## src/rtl/power_window_monitor.sv

```systemverilog
// Power window monitor: resolves carry-save samples and
// reports sum, peak, min and count over sample windows.
module power_window_monitor #(
    parameter int MAX   = 36,
    parameter int WIN_W = 16,
    parameter int ACC_W = MAX + WIN_W
) (
    input  logic             clk,
    input  logic             reset_n,
    input  logic             p_valid,
    input  logic [MAX-1:0]   vs,
    input  logic [MAX-1:0]   vc,
    input  logic [WIN_W-1:0] win_len,
    input  logic             start,
    input  logic             stop,
    output logic             busy,
    output logic             win_valid,
    output logic             win_partial,
    output logic [ACC_W-1:0] win_sum,
    output logic [MAX-1:0]   win_peak,
    output logic [MAX-1:0]   win_min,
    output logic [WIN_W-1:0] win_cnt
);

    localparam logic [1:0] S_IDLE  = 2'd0;
    localparam logic [1:0] S_RUN   = 2'd1;
    localparam logic [1:0] S_FLUSH = 2'd2;

    logic [1:0]       state_q, state_d;
    logic [WIN_W-1:0] len_q, len_d;
    logic [MAX-1:0]   smp_q, smp_d;
    logic             s1_valid_q, s1_valid_d;
    logic [ACC_W-1:0] wacc_q, wacc_d;
    logic [MAX-1:0]   wpk_q, wpk_d;
    logic [MAX-1:0]   wmn_q, wmn_d;
    logic [WIN_W-1:0] wcnt_q, wcnt_d;
    logic             win_valid_q, win_valid_d;
    logic             win_partial_q, win_partial_d;
    logic [ACC_W-1:0] win_sum_q, win_sum_d;
    logic [MAX-1:0]   win_peak_q, win_peak_d;
    logic [MAX-1:0]   win_min_q, win_min_d;
    logic [WIN_W-1:0] win_cnt_q, win_cnt_d;

    logic [ACC_W-1:0] acc_n;
    logic [MAX-1:0]   pk_n;
    logic [MAX-1:0]   mn_n;
    logic [WIN_W-1:0] cnt_n;
    logic             full;
    logic             flush_emit;
    logic             emit;

    // Control FSM and stage-1 carry-save resolution
    always_comb begin
        state_d    = state_q;
        len_d      = len_q;
        smp_d      = vs + vc;
        s1_valid_d = p_valid && (state_q == S_RUN);
        unique case (state_q)
            S_IDLE: begin
                if (start) begin
                    state_d = S_RUN;
                    len_d   = (win_len == '0) ? WIN_W'(1) : win_len;
                end
            end
            S_RUN: begin
                if (stop) state_d = S_FLUSH;
            end
            S_FLUSH: state_d = S_IDLE;
            default: state_d = S_IDLE;
        endcase
    end

    // Stage-2 window accumulation and result emission
    always_comb begin
        acc_n = wacc_q;
        pk_n  = wpk_q;
        mn_n  = wmn_q;
        cnt_n = wcnt_q;
        if (s1_valid_q) begin
            if (wcnt_q == '0) begin
                acc_n = ACC_W'(smp_q);
                pk_n  = smp_q;
                mn_n  = smp_q;
                cnt_n = WIN_W'(1);
            end else begin
                acc_n = wacc_q + ACC_W'(smp_q);
                pk_n  = (smp_q > wpk_q) ? smp_q : wpk_q;
                mn_n  = (smp_q < wmn_q) ? smp_q : wmn_q;
                cnt_n = wcnt_q + WIN_W'(1);
            end
        end
        full       = s1_valid_q && (cnt_n == len_q);
        flush_emit = (state_q == S_FLUSH) && !full && (cnt_n != '0);
        emit       = full || flush_emit;

        wacc_d = acc_n;
        wpk_d  = pk_n;
        wmn_d  = mn_n;
        wcnt_d = cnt_n;
        if (emit || (state_q == S_FLUSH) ||
            ((state_q == S_IDLE) && start)) begin
            wcnt_d = '0;
        end

        win_valid_d   = emit;
        win_partial_d = win_partial_q;
        win_sum_d     = win_sum_q;
        win_peak_d    = win_peak_q;
        win_min_d     = win_min_q;
        win_cnt_d     = win_cnt_q;
        if (emit) begin
            win_partial_d = flush_emit;
            win_sum_d     = acc_n;
            win_peak_d    = pk_n;
            win_min_d     = mn_n;
            win_cnt_d     = cnt_n;
        end
    end

    // All state registers with synchronous active-high reset
    always_ff @(posedge clk) begin
        if (reset_n) begin
            state_q       <= S_IDLE;
            len_q         <= '0;
            smp_q         <= '0;
            s1_valid_q    <= 1'b0;
            wacc_q        <= '0;
            wpk_q         <= '0;
            wmn_q         <= '0;
            wcnt_q        <= '0;
            win_valid_q   <= 1'b0;
            win_partial_q <= 1'b0;
            win_sum_q     <= '0;
            win_peak_q    <= '0;
            win_min_q     <= '0;
            win_cnt_q     <= '0;
        end else begin
            state_q       <= state_d;
            len_q         <= len_d;
            smp_q         <= smp_d;
            s1_valid_q    <= s1_valid_d;
            wacc_q        <= wacc_d;
            wpk_q         <= wpk_d;
            wmn_q         <= wmn_d;
            wcnt_q        <= wcnt_d;
            win_valid_q   <= win_valid_d;
            win_partial_q <= win_partial_d;
            win_sum_q     <= win_sum_d;
            win_peak_q    <= win_peak_d;
            win_min_q     <= win_min_d;
            win_cnt_q     <= win_cnt_d;
        end
    end

    assign busy        = (state_q != S_IDLE);
    assign win_valid   = win_valid_q;
    assign win_partial = win_partial_q;
    assign win_sum     = win_sum_q;
    assign win_peak    = win_peak_q;
    assign win_min     = win_min_q;
    assign win_cnt     = win_cnt_q;

endmodule

```

## config.mk

```make
export PLATFORM = sky130hd
export DESIGN_NAME = power_window_monitor
export DESIGN_NICKNAME = d
export VERILOG_FILES = /design/src/rtl/power_window_monitor.sv
export SDC_FILE = /design/constraint.sdc
export NUM_CORES = 1
export LEC_CHECK = 0
export BUFFER_PORTS_ARGS = -buffer_cell sky130_fd_sc_hd__buf_2
export CORE_MARGIN = 5
export CORE_UTILIZATION = 45
export DETAILED_ROUTE_END_ITERATION = 12
export PLACE_DENSITY = 0.73
export RECOVER_POWER = 100
export SYNTH_ARGS = -nofsm -noshare
export SYNTH_HDL_FRONTEND = slang
export SYNTH_SLANG_ARGS = --single-unit
```

## constraint.sdc

```tcl
create_clock -name clk -period 3.75 [get_ports clk]
set_input_delay 0.375 -clock clk [delete_from_list [all_inputs] [get_ports clk]]
set_output_delay 0.375 -clock clk [all_outputs]
set_load 0.02 [all_outputs]
```

## After elaboration in Yosys (flattened, before gate mapping)

Index checks and enable logic that the tools add are counted.

- Bits of input ports: 93
- Register bits: 337
- Output and inout bits: 143
- Word-level logic and storage cells: 55

- Add/sub/neg operators: 3
- Muxes and demuxes: 14
- Equality and inequality tests: 5
- Magnitude comparators: 2
- Reduce and logical (&&, ||, !) cells: 17

Operator list:

| kind | number |
|---|---|
| $mux 36 | 6 |
| $mux 52 | 2 |
| $add 52x36->52 | 1 |
| $mux 16 | 3 |
| $add 36x36->36 | 1 |
| $gt 36x36->1 | 1 |
| $lt 36x36->1 | 1 |
| $logic_not 16->1 | 2 |
| $add 16x1->16 const B | 1 |
| $eq 16x16->1 | 1 |
| $reduce_bool 16->1 | 1 |
| $logic_and 1x1->1 | 5 |
| $mux 2 | 2 |
| $ne 2x2->1 const B | 2 |
| $pmux 2 s2 | 1 |
| $reduce_and 2->1 | 2 |
| $logic_or 1x1->1 | 3 |
| $eq 2x1->1 const B | 1 |
| $eq 2x2->1 const B | 1 |
| $logic_not 2->1 | 1 |
| $reduce_bool 2->1 | 1 |
| $reduce_or 2->1 | 1 |
| $logic_not 1->1 | 1 |

## Depth between registers and ports, before layout

- Depth after elaboration: 12
- Gate-level depth with buffers: 16
- Gate-level depth less buffers: 12

## Worst setup path before layout

OpenSTA, ideal clock, no wires.

- Kind: flip-flop to flip-flop
- Start: reg smp_q[0]
- End: reg wacc_q[50]
- Cell stages (with the launch flop): 13
- Setup time: 0.126 ns
- Buffers on the path: 0
- Arrival: 3.176 ns
- Slack: 0.448 ns
- Period minus slack after synthesis: 3.302 ns
- Data required time: 3.624 ns
- Cell sequence: dfxtp_1 > ha_1 > inv_1 > fa_1 > nand2b_1 > a21oi_1 > o21bai_1 > a21boi_1 > o21a_1 > o2111ai_1 > a2111oi_0 > xnor2_1 > nor2_1

- Word-level cells in the longest chain between the ends: 3

RTL lines:

| item | RTL line | RTL |
|---|---|---|
| from (decl) | 31 | `logic [MAX-1:0] smp_q, smp_d;` |
| from (signal assigned) | 140 | `smp_q <= smp_d;` |
| $add 52x36->52 | 86 | `acc_n = wacc_q + ACC_W'(smp_q);` |
| $mux 52 | 80 | `if (wcnt_q == '0) begin` |
| $mux 52 | 79 | `if (s1_valid_q) begin` |
| to (signal assigned) | 142 | `wacc_q <= wacc_d;` |
| to (decl) | 33 | `logic [ACC_W-1:0] wacc_q, wacc_d;` |

No other way between the ends.
A chain may end at the register's enable or synchronous reset.

## Final worst setup path

- Start: reg wcnt_q[7]
- End: reg win_peak_q[12], in the netlist win_peak[12]

- Word-level cells in the longest chain between the ends: 9
- Elaborated cells between the ends (all ways): 13
- Classes of those cells: add/sub (1); eq/ne (1); mux (4); reduce/logical (7)

RTL lines:

| item | RTL line | RTL |
|---|---|---|
| from (decl) | 36 | `logic [WIN_W-1:0] wcnt_q, wcnt_d;` |
| from (signal assigned) | 145 | `wcnt_q <= wcnt_d;` |
| $add 16x1->16 or $logic_not 16->1 (tied branches) | 89, 80 |  |
| $mux 16 | 80 |  |
| $mux 16 | 79 |  |
| $eq 16x16->1 | 92 | `full = s1_valid_q && (cnt_n == len_q);` |
| $logic_and 1x1->1 | 92 |  |
| $logic_not 1->1 | 93 | `flush_emit = (state_q == S_FLUSH) && !full && (cnt_n != '0);` |
| $logic_and 1x1->1 (2 in series) | 93 |  |
| $logic_or 1x1->1 | 94 | `emit = full \|\| flush_emit;` |
| to (signal assigned) | 149 | `win_peak_q <= win_peak_d;` |
| to (decl) | 40 | `logic [MAX-1:0] win_peak_q, win_peak_d;` |

Several ways; a longest one is shown, not always the timed one.

==> results <==
- The number of nets handed over by synthesis was ~2500.
- The clock tree from TritonCTS is yes.
- The type of the worst setup path is reg2reg.
- Headroom to the max-slew limit came out at under 10%.
- The I/O pin count is about 240.
- The first detailed-routing pass took 5 iterations.
- The total detailed-routing wirelength is between 50000 and 60000 µm.
- The number of flip-flops and latches in the synthesized netlist is ~340.
- Max-cap violations in this run came to 0.
- Setup repair after global routing left no endpoint under its margin.
- In the global route stage, overall resource usage came out at between 20% and 30%.
- The routed length per placed instance is around 19 µm.
- Entering global routing, the biggest net connects between 200 and 250 pins.
- Of the total power, the clock network draws a little over two fifths.
- The worst voltage drop across the vdd grid is 0.290 mV.
- The first global-routing pass estimated about 91000 µm of wire.
- Before CTS, the worst setup slack after placement is around 0.17 ns.
- CTS built an H-tree with a depth of 2.
- The final critical path takes up 94.6% of the cycle.
- The tree built by TritonCTS fans out to around 340 sinks.
- The via count of the first global-routing pass is approximately 17000.
- The post-layout instance count excluding filler cells is 3053.
- Measured on the finished design, the core utilization comes to ~53%.
- The number of hold buffers added after CTS is 0.
- The worst setup path is captured at a flip-flop.
- After legalization and detailed placement, the total HPWL measured roughly 43000 µm.
- The switching part of the total power is approximately 29%.
- At the pin with the least slew margin, the transition time is 1.48 ns.
- The number of DRC markers in iteration 0 is 1246.
- Traced cell by cell, the critical path runs through nand4_2 -> or4_1 -> or4_4 -> nand3_1 -> nor4b_2 -> nand4_1 -> buf_4 -> nand2_8 -> buf_12 -> buf_12 -> nor2_1 -> a211oi_1.
- The worst path meets setup with roughly 0.20 ns of slack.
- The maximum number of buffers from clock root to sink is 3.
- After layout, the minimum clock period comes to 3.55 ns.
- The total overflow left after global routing is 0.
- The largest incremental delay on the critical path is about 0.65 ns.
- The proportion of synthesized flip-flops having asynchronous set or reset is 0%.
- The number of enable-type register cells in the synthesized netlist is 0.
- Measured along the y axis, the die boundary spans 213 µm.
- The sequential-to-total area share from yosys stat is between 30% and 40%.
- The setup TNS is 0 ns.
- The clock root buffer is sky130_fd_sc_hd__clkbuf_16.
- The starting utilization of the core area is a little under half.
- The number of buffers created by CTS is 38.
- After routing the design area is roughly 0.022 mm².
- The total net switching power is 2.74 mW.
- The clock-pin slew on the worst setup and hold paths is about 0.060 ns.
- The repair_antennas step left the layout with diodes totalling 0.
- The clock arrives with 0.0330 ns of skew.
- The initial antenna violation count is 0.
- The post-detailed-route via-to-cell ratio is roughly 5.7.
- The commonest non-fill, non-tap cell in the layout is sky130_fd_sc_hd__nor2_1.
- The count of buffers inserted at the top-level ports is around 240.
- The kind of start point of the critical path is a flip-flop.
- The number of distinct library cells after synthesis is 80.
- Setup violations remaining at the end of the flow were counted as 0.
- In this run the worst path has a maximum fanout of 27.
- Static timing analysis puts the maximum clock frequency at around 0.28 GHz.
- The die covers roughly 0.046 mm².
- The run finished with clean final reports.
- The core region is a little over 0.04 mm².
- The remaining number of nets flagged by the antenna check after routing is 0.
- The clock reaches the later pin of the worst-skew pair after slightly below 0.6 ns.
- The area growth from synthesis to layout is 17.4%.
- The net count reported at finish is approximately 2700.
- The mean area per synthesized cell is roughly 8.3 µm².
- Summing over every cut layer, the via total after detailed routing is about 17000.
- For this design, the slowest cell found on the critical path is sky130_fd_sc_hd__or4_1.
- The arrival time at the worst endpoint is 4.00 ns.
- In this run the static leakage power is between 8 and 9 nW.
- The total power density per cell area is 435 mW/mm².
- The number of cell rows is between 70 and 80.
- The classification of the worst-slack hold path is in2reg.
- The number of instances in the synthesized netlist is roughly 2300.
- The floorplan step set the die width to 213 µm.
- For the worst setup path, the data required time is about 4.2 ns.
- Per report_power, the sequential group accounts for roughly 40% of the total.
- The portion of total power attributed to combinational logic is between 15 and 20%.
- The library cells used most frequently in the layout, excluding fill and tap cells, are sky130_fd_sc_hd__nor2_1, sky130_fd_sc_hd__dfxtp_1, sky130_fd_sc_hd__clkbuf_1.
- The synthesized netlist occupies a cell area of ~0.019 mm².
- The post-layout total power is roughly 9.5 mW.
- Hold timing on the final database bottoms out at a slack of between 0.015 and 0.02 ns.
- The most common flop cell mapped by yosys is sky130_fd_sc_hd__dfxtp_1.
- The weighted congestion at the end of routability-driven global placement is ~0.95.
- After detailed routing, the number of remaining DRC violations is 0.
- The number of max-slew violations in the final report was 0.
- The post-route netlist has between 10% and 20% of its cells at a drive strength greater than 1.
- Counting tap cells, the placed design contains a total of 2982 instances.
- Yosys printed 0 warnings.
- The internal power component is between 6 and 7 mW.
- The placed instances occupy a cell area of between 0.02 and 0.025 mm².
- The final count of hold timing violations is 0.
- By instance count, the cell type seen most on the critical path is sky130_fd_sc_hd__buf_12.
registers in the layout, summed over array words and instances, names as in the netlist:
name,cells
smp_q,36
win_partial,1
win_min,36
state_q,2
len_q,16
wacc_q,52
win_peak,36
win_cnt,16
wpk_q,36
win_valid,1
wcnt_q,16
wmn_q,36
win_sum,52
s1_valid_q,1
per-layer routing:
metal	global-route usage, %	up-vias	share of wire [%]
met5	0	-	0
met4	10.5	0	4.4
met3	3.80	127	5.2
met2	41.8	525	47
met1	30.9	8219	43
li1	-	8601	-
final timing paths:
| check | from | endpoint | slack [ns] | depth (start not counted) |
|---|---|---|---|---|
| worst min-delay path | stop | state_q[0]$_SDFFE_PP0P_ | 0.02 | 2 |
| worst max-delay path | wcnt_q[7]$_SDFF_PP0_ | win_peak[12]$_SDFFE_PP0P_ | 0.20 | 12 |
| worst min register to register | win_sum[34]$_SDFFE_PP0P_ | win_sum[34]$_SDFFE_PP0P_ | 0.46 | 2 |
| worst max register to register | wcnt_q[7]$_SDFF_PP0_ | win_peak[12]$_SDFFE_PP0P_ | 0.20 | 12 |
critical path: cells and delay by family, from the launching register on:
kind,cells,cell delay (ns)
and+or+nand+nor,8,2.10
buffers and inverters,3,0.56
DFF,1,0.49
AOI/OAI and AO/OA,1,0.26
Yosys cell counts (all sizes together), types with 9 or more instances:
library cell | count | area, µm²
o21a | 18 | 135
nor2b | 13 | 81.3
o21ai | 93 | 465
and2 | 17 | 109
o32ai | 9 | 78.8
nand2 | 163 | 614
xnor2 | 39 | 342
o21bai | 9 | 67.6
a21o | 43 | 323
nand4 | 41 | 263
ha | 144 | 1800
a211oi | 116 | 871
and3 | 22 | 138
nand3 | 58 | 303
a31oi | 15 | 93.8
nand2b | 15 | 93.8
clkbuf | 79 | 297
a2111oi | 12 | 105
nor2 | 338 | 1270
buf | 47 | 267
o211ai | 32 | 240
xor2 | 41 | 359
or2 | 9 | 56.3
a21oi | 141 | 706
o31ai | 9 | 67.6
nor4 | 17 | 106
nor3 | 57 | 285
inv | 111 | 417
or3 | 9 | 56.3
dfxtp | 337 | 6750
mux2i | 77 | 771
repair_timing:
item / 4_1_cts / 5_1_grt
buffers inserted: 0 / 0
resized for setup: 0 / 4
endpoints found under the setup margin: 0 / 121
layout make-up:
class                      instances  area (µm²)
multi-input combinational       1678       10900
fill                            3903       19000
inverter                         112         420
tap                              532         666
sequential                       337        6750
clock inverter                    20         323
timing repair buffer             324        1730
clock buffer                      50        1060
logic make-up after synthesis:
| logic type | after synthesis | share of synthesized area, % |
|---|---|---|
| and+or+nand+nor | 792 | 19.7 |
| AOI/OAI and AO/OA | 579 | 20.9 |
| DFF | 337 | 36.2 |
| buffers and inverters | 238 | 5.28 |
| adders and majority gates | 146 | 9.88 |
| xor gates and xnor gates | 80 | 3.76 |
| muxes | 80 | 4.32 |
power groups by stage:
stage               sequential [mW]  combinational, mW  clock [mW]
finish                         3.89               1.53        4.09
global route                   3.89               1.72        4.29
CTS                            3.88               1.54        4.14
detailed placement             3.96               1.53           0
global placement               3.96               1.49           0
floorplan                      3.90               1.04           0
(Power assumes the default switching activity.)
